<file path="src/rtl/kavach_temp_pkg.sv">
// Shared types and constants for the Kavach thermal-sampling path.
package kavach_temp_pkg;

  localparam int unsigned TEMP_ADC_WIDTH = 12;
  // Guard bits so a burst of up to 8 full-scale codes fits the accumulator.
  localparam int unsigned TEMP_ACC_GUARD = 3;

  localparam logic [1:0] OSR_1 = 2'd0;
  localparam logic [1:0] OSR_2 = 2'd1;
  localparam logic [1:0] OSR_4 = 2'd2;
  localparam logic [1:0] OSR_8 = 2'd3;

  typedef enum logic [2:0] {
    S_IDLE,
    S_WAIT_TICK,
    S_START,
    S_CONVERT,
    S_EMIT
  } sampler_state_t;

  function automatic logic [2:0] burst_last(input logic [1:0] osr);
    case (osr)
      OSR_1:   return 3'd0;
      OSR_2:   return 3'd1;
      OSR_4:   return 3'd3;
      OSR_8:   return 3'd7;
      default: return 3'd7;
    endcase
  endfunction

endpackage

</file>
<file path="src/rtl/kavach_period_timer.sv">
// Free-running period counter producing a one-cycle tick every max(period_cfg,1) cycles.
module kavach_period_timer #(
  parameter int unsigned WIDTH = 16
) (
  input  logic             clk,
  input  logic             rst,
  input  logic             run,
  input  logic [WIDTH-1:0] period_cfg,
  output logic             tick
);

  logic [WIDTH-1:0] count;
  logic [WIDTH-1:0] last;

  // A limit below the current count is not caught early: the count wraps naturally.
  always_comb begin
    last = (period_cfg == '0) ? '0 : period_cfg - 1'b1;
    tick = run && (count == last);
  end

  always_ff @(posedge clk) begin
    if (rst || !run || tick) begin
      count <= '0;
    end else begin
      count <= count + 1'b1;
    end
  end

endmodule

</file>
<file path="src/rtl/kavach_temp_sampler.sv">
// Paces thermal-diode SAR conversions, averages bursts of 1/2/4/8 and strobes the result.
module kavach_temp_sampler
  import kavach_temp_pkg::*;
#(
  parameter int unsigned ADC_WIDTH    = TEMP_ADC_WIDTH,
  parameter int unsigned PERIOD_WIDTH = 16,
  parameter logic [7:0]  CONV_TIMEOUT = 8'd200,
  parameter int unsigned ACC_WIDTH    = ADC_WIDTH + TEMP_ACC_GUARD
) (
  input  logic                    clk,
  input  logic                    rst,
  input  logic                    enable,
  input  logic [PERIOD_WIDTH-1:0] period_cfg,
  input  logic [1:0]              osr_cfg,
  input  logic                    err_clr,
  output logic                    adc_start,
  input  logic                    adc_done,
  input  logic [ADC_WIDTH-1:0]    adc_data,
  output logic [ADC_WIDTH-1:0]    temp_sample,
  output logic                    sample_valid,
  output logic                    adc_timeout_err,
  output logic                    overrun_err,
  output logic                    sampler_busy
);

  sampler_state_t       state;
  logic                 run;
  logic                 tick;
  logic [ACC_WIDTH-1:0] acc;
  logic [ACC_WIDTH-1:0] acc_next;
  logic [ADC_WIDTH-1:0] avg;
  logic [2:0]           conv_cnt;
  logic [1:0]           osr_q;
  logic [7:0]           tmo_cnt;

  assign run = enable && (state != S_IDLE);

  kavach_period_timer #(
    .WIDTH(PERIOD_WIDTH)
  ) u_timer (
    .clk        (clk),
    .rst        (rst),
    .run        (run),
    .period_cfg (period_cfg),
    .tick       (tick)
  );

  // The averaged code is formed from the sum including the final conversion,
  // so it can be registered together with the sample_valid strobe.
  always_comb begin
    acc_next = acc + ACC_WIDTH'(adc_data);
    avg      = ADC_WIDTH'(acc_next >> osr_q);
  end

  always_ff @(posedge clk) begin
    if (rst) begin
      state           <= S_IDLE;
      acc             <= '0;
      conv_cnt        <= '0;
      osr_q           <= '0;
      tmo_cnt         <= '0;
      adc_start       <= 1'b0;
      temp_sample     <= '0;
      sample_valid    <= 1'b0;
      adc_timeout_err <= 1'b0;
      overrun_err     <= 1'b0;
      sampler_busy    <= 1'b0;
    end else begin
      adc_start    <= 1'b0;
      sample_valid <= 1'b0;

      if (err_clr) begin
        adc_timeout_err <= 1'b0;
        overrun_err     <= 1'b0;
      end
      if (tick && (state inside {S_START, S_CONVERT, S_EMIT})) begin
        overrun_err <= 1'b1;
      end

      if (!enable) begin
        state        <= S_IDLE;
        sampler_busy <= 1'b0;
      end else begin
        case (state)
          S_IDLE: state <= S_WAIT_TICK;
          S_WAIT_TICK: begin
            if (tick) begin
              acc          <= '0;
              conv_cnt     <= '0;
              osr_q        <= osr_cfg;
              adc_start    <= 1'b1;
              sampler_busy <= 1'b1;
              state        <= S_START;
            end
          end
          S_START: begin
            tmo_cnt <= '0;
            state   <= S_CONVERT;
          end
          S_CONVERT: begin
            // A done arriving on the expiry cycle takes priority over the timeout.
            if (adc_done) begin
              acc <= acc_next;
              if (conv_cnt == burst_last(osr_q)) begin
                temp_sample  <= avg;
                sample_valid <= 1'b1;
                state        <= S_EMIT;
              end else begin
                conv_cnt  <= conv_cnt + 3'd1;
                adc_start <= 1'b1;
                state     <= S_START;
              end
            end else if (tmo_cnt == CONV_TIMEOUT - 8'd1) begin
              adc_timeout_err <= 1'b1;
              sampler_busy    <= 1'b0;
              state           <= S_WAIT_TICK;
            end else begin
              tmo_cnt <= tmo_cnt + 8'd1;
            end
          end
          S_EMIT: begin
            sampler_busy <= 1'b0;
            state        <= S_WAIT_TICK;
          end
          default: begin
            sampler_busy <= 1'b0;
            state        <= S_IDLE;
          end
        endcase
      end
    end
  end

endmodule

</file>
<file path="config.mk">
export PLATFORM = sky130hd
export DESIGN_NAME = kavach_temp_sampler
export DESIGN_NICKNAME = d
export VERILOG_FILES = /design/src/rtl/kavach_temp_pkg.sv /design/src/rtl/kavach_period_timer.sv /design/src/rtl/kavach_temp_sampler.sv
export SDC_FILE = /design/constraint.sdc
export NUM_CORES = 1
export LEC_CHECK = 0
export BUFFER_PORTS_ARGS = -buffer_cell sky130_fd_sc_hd__buf_2
export CORE_AREA = 2 2 78 136
export CTS_BUF_LIST = sky130_fd_sc_hd__clkbuf_16
export DETAILED_ROUTE_END_ITERATION = 8
export DIE_AREA = 0 0 80 138
export PLACE_DENSITY_LB_ADDON = 0.08
export SETUP_SLACK_MARGIN = 0.2
export SYNTH_ARGS = -nofsm -noshare
export SYNTH_HDL_FRONTEND = slang
export SYNTH_SLANG_ARGS = --single-unit
</file>
<file path="constraint.sdc">
create_clock -name clk -period 4.2 [get_ports clk]
set_clock_uncertainty 0.05 [all_clocks]
set_input_delay 0 -clock clk [delete_from_list [all_inputs] [get_ports clk]]
set_output_delay 0 -clock clk [all_outputs]
set_load 0.05 [all_outputs]
</file>
==> flow_summary.yaml <==
clock_network:
  clock_tree_from_tritoncts: "built"
  cts.sink_count: 64
  clock_tree.buffer_depth: 2
  cts.root.buffer_cell: "clkbuf_16"
  cts_buffers: 9
  number_of_post_cts_setup_repair_buffers: 0
  worst_setup_hold_path_clk_slew_ps: 60
  clock_latency_late_sink_ps: 330
  htree_num_levels: 3
timing:
  totalNegativeSetupSlack_ps: 0
  final_min_period_ps: 3270
  layout_worst_path_cycle_share_pct: 77.8
  slew_at_the_pin_with_the_worst_max_slew_slack_ps: 730
  endpoints_failing_setup: 0
  max-slew-margin-rel_pct: 51.0
  rsz0062_at_grt: "no"
  maxClockFrequency_ghz: 0.306
  final_hold_viol_count: 0
  timing.final.ws_setup_ps: 931
  final_slew_viol_count: 0
setup_path:
  timing.critical_path.to_type: "flip-flop"
  critical_path_arrival_ps: 3420
  reg2reg_depth: 9
  regToRegSetupSlack_ps: 930
  worst-path-buf-inv: 0
  r2r_start: "state[2]$_SDFFE_PP0P_"
  slowest_stage: "or4_1"
  cp.required_ps: 4350
  timing.critical_path.slowest_cell_delay_ps: 510
  setup.worst_path.start_class: "flip-flop"
  crit_path_cell_trace: "nor3_1, a221oi_1, o211ai_1, a211o_1, or4_1, or3_1, or2_2, nand2_1, nor2_1"
  worst_path_dominant_cell_family: "simple AND/OR/NAND/NOR gates"
  timing.critical_path.fanout_max: 15
  crit_type: "reg -> reg"
  worstReg2RegEnd: "u_timer.count[6]$_SDFF_PP0_"
power:
  power.clock.fraction_pct: 52.2
  power.combinational.fraction_pct: 8.0
  sw_frac_of_total_pct: 23.6
  leakage_nw: 2.02
  ir_worst_vdd_mv: 0.205
  p_per_cell_area_mw_per_mm2: 302
  power_share_of_the_sequential_group_pct: 39.8
  totalPowerFinal_mw: 1.53
  switchingPower_mw: 0.362
  internal_power_mw: 1.17
routing:
  drt-wirelength-per-cell_um: 16.7
  vias_per_cell: 5.73
  detail-route-antenna-nets: 0
  firstDrtPassIters: 4
  dr_total_vias: 4216
  remaining_drcs: 0
  drt_first_iter_violations: 153
  finalWirelength_mm: 12.3
layout:
  post_route_cells_drive_above_1_share_pct: 17.2
  fillers: 1024
  signed_area_change_from_the_synthesized_netlist_to_the_final_layout_pct: 16.4
  final_nets: 656
  instances_no_fill: 736
  insertedDiodeCount: 0
  stdcell_area_mm2: 0.00508
synth:
  sequential_to_total_area_share_from_yosys_stat_pct: 29.3
  synth.ff_latch_count: 64
  post_synth_design_cell_area_mm2: 0.00437
  warnings_from_yosys: 0
  synthesis.area_per_instance_um2: 7.86
  synthesis.instances: 556
  synth_cell_types: 69
  synth_nets: 608
  synth-async-reset-ratio_pct: 0
  dominantRegCellSynth: "dfxtp_1"
  synth_edf_count: 0
grt:
  grt_first_pass_wirelength_mm: 20.1
  grt_antenna_before_repair: 0
  globalRouteTotalUtil_pct: 23.2
  grt_start_max_net_pins: 26
  gr_ovfl_total: 0
  via_count_of_the_first_global_routing_pass: 4187
placement:
  dp_hpwl_mm: 9.75
  place_inst: 716
  post_dp_cell_area_mm2: 0.00472
  pre_cts_ws_ps: 789
  port_buffers: 51
  gp_routability_congestion: 0.946
min_path:
  worst_hold_path.endpoint: "state[0]$_SDFFE_PP0P_"
  hold_path_depth: 3
  min_from: "enable"
  hold_path.class: "in -> reg"
floorplan:
  die_area_mm2: 0.0110
  initial_core_util_pct: 43.4
  core_mm2: 0.0101
  ioPinCount: 52
  floorplan_die_height_um: 138
  rows: 49
  width_of_the_chip_um: 80
flow_run:
  maxCapViolCount: 0
run_status:
  result_of_the_run: "completed"
## metrics by stage
step                      hold WS (ps)  util, %
after floorplan                   97.2        -
after global placement             228     47.0
after detailed placement           238     47.0
after CTS                         28.4     50.6
after global routing              44.9     50.6
final                             35.3     50.6
## layout by cell type (no fill, tap or decap), types with 6 or more instances in the layout
master and instances:
a211oi_1 10, a21o_1 6, a21oi_1 32, a311oi_1 7, buf_2 51, buf_4 9
clkbuf_16 9, dfxtp_1 64, ha_1 16, inv_1 15, mux2i_1 13, nand2_1 54
nand3_1 22, nand4_1 12, nor2_1 77, nor3_1 21, o211ai_1 11, o21ai_0 24
o21ai_2 10, xnor2_1 18, xor2_1 26
## synthesized netlist by cell type (3+ instances only)
master	n	area, µm²
o31ai_1	4	30.0
a311oi_1	7	61.3
nor2b_1	5	31.3
nand3_1	22	110
nor4_4	3	63.8
o21ai_2	10	87.6
or2_2	4	25.0
xor2_1	26	228
nor4_1	3	18.8
ha_1	16	200
o21ai_0	24	120
nand4_1	12	75.1
nand2_1	54	203
a31oi_1	4	25.0
o21a_1	3	22.5
inv_1	15	56.3
a31o_2	4	35.0
nand2b_1	4	25.0
dfxtp_1	64	1280
and3_1	5	31.3
o211ai_1	11	82.6
clkbuf_1	21	78.8
o21bai_1	3	22.5
a21oi_1	32	160
mux2i_1	13	130
nor3_1	21	105
a21o_1	6	45.0
a211oi_1	10	75.1
mux2_2	3	33.8
nor2_1	77	289
xnor2_1	18	158
## routing by layer
layer / part of all wire, % / up-vias / routed length, µm / track usage, %
met2: 55 / 108 / 6730 / 42.7
met1: 35 / 1949 / 4330 / 22.3
met4: 7.2 / 0 / 889 / 16.2
met3: 2.7 / 50 / 330 / 3.98
li1: - / 2109 / - / -
met5: 0 / - / 0 / 0
## tightest hold or removal path: cells and delay by family
kind	cells	cell delay (ps)
compound gates	1	60
buf+inv	1	140
simple gates	1	160
## state kept, by name (all words and copies together) (netlist names), 2 cells and up
name and count:
temp_sample 12, tmo_cnt 8, state 3, u_timer.count 16, osr_q 2, conv_cnt 3
acc 15
## how the worst max path moves through the flow
stage | startpoint | to | depth (start not counted) | slack (ps)
final | state[2]$_SDFFE_PP0P_ | u_timer.count[6]$_SDFF_PP0_ | 9 | 930
after global placement | period_cfg[7] | u_timer.count[11]$_SDFF_PP0_ | 10 | 880
after floorplan | state[1]$_SDFFE_PP0P_ | acc[0]$_SDFFE_PP0P_ | 12 | 1150
after global routing | acc[1]$_SDFFE_PP0P_ | temp_sample[8]$_SDFFE_PP0P_ | 10 | 680
after CTS | state[2]$_SDFFE_PP0P_ | u_timer.count[3]$_SDFF_PP0_ | 9 | 880
after detailed placement | period_cfg[7] | u_timer.count[3]$_SDFF_PP0_ | 10 | 790
## repair_timing
action | CTS | global route
hold buffers | 4 | 0
resized for setup | 0 | 0
hold endpoints to repair | 5 | 0
## area by class of cell
cell class / count / area (µm²) / area share [%]
timing repair buffer: 64 / 363 / 7.14
multi-input combinational: 449 / 2900 / 57.0
clock inverter: 7 / 96.3 / 1.90
sequential: 64 / 1280 / 25.2
tap: 127 / 159 / 3.13
clock buffer: 9 / 225 / 4.43
inverter: 16 / 60.1 / 1.18
## power groups by stage
stage / Clock, mW / Combinational, mW / Sequential, mW
2_1_floorplan: 0 / 0.0669 / 0.622
5_1_grt: 0.853 / 0.135 / 0.610
4_1_cts: 0.817 / 0.123 / 0.610
3_5_place_dp: 0 / 0.119 / 0.623
3_3_place_gp: 0 / 0.119 / 0.623
6_report: 0.801 / 0.123 / 0.610
## logic make-up (layout without fill, tap and decap cells)
| kind of cell | after synthesis | count (layout) | share of synthesized area [%] |
|---|---|---|---|
| DFF | 64 | 64 | 29.3 |
| AOI/OAI and AO/OA | 141 | 141 | 22.1 |
| buffers and inverters | 43 | 96 | 4.30 |
| muxes | 16 | 16 | 3.75 |
| adders and majority gates | 17 | 17 | 5.04 |
| xor gates and xnor gates | 44 | 44 | 8.82 |
| and+or+nand+nor | 231 | 231 | 26.6 |
(Power assumes the default switching activity.)
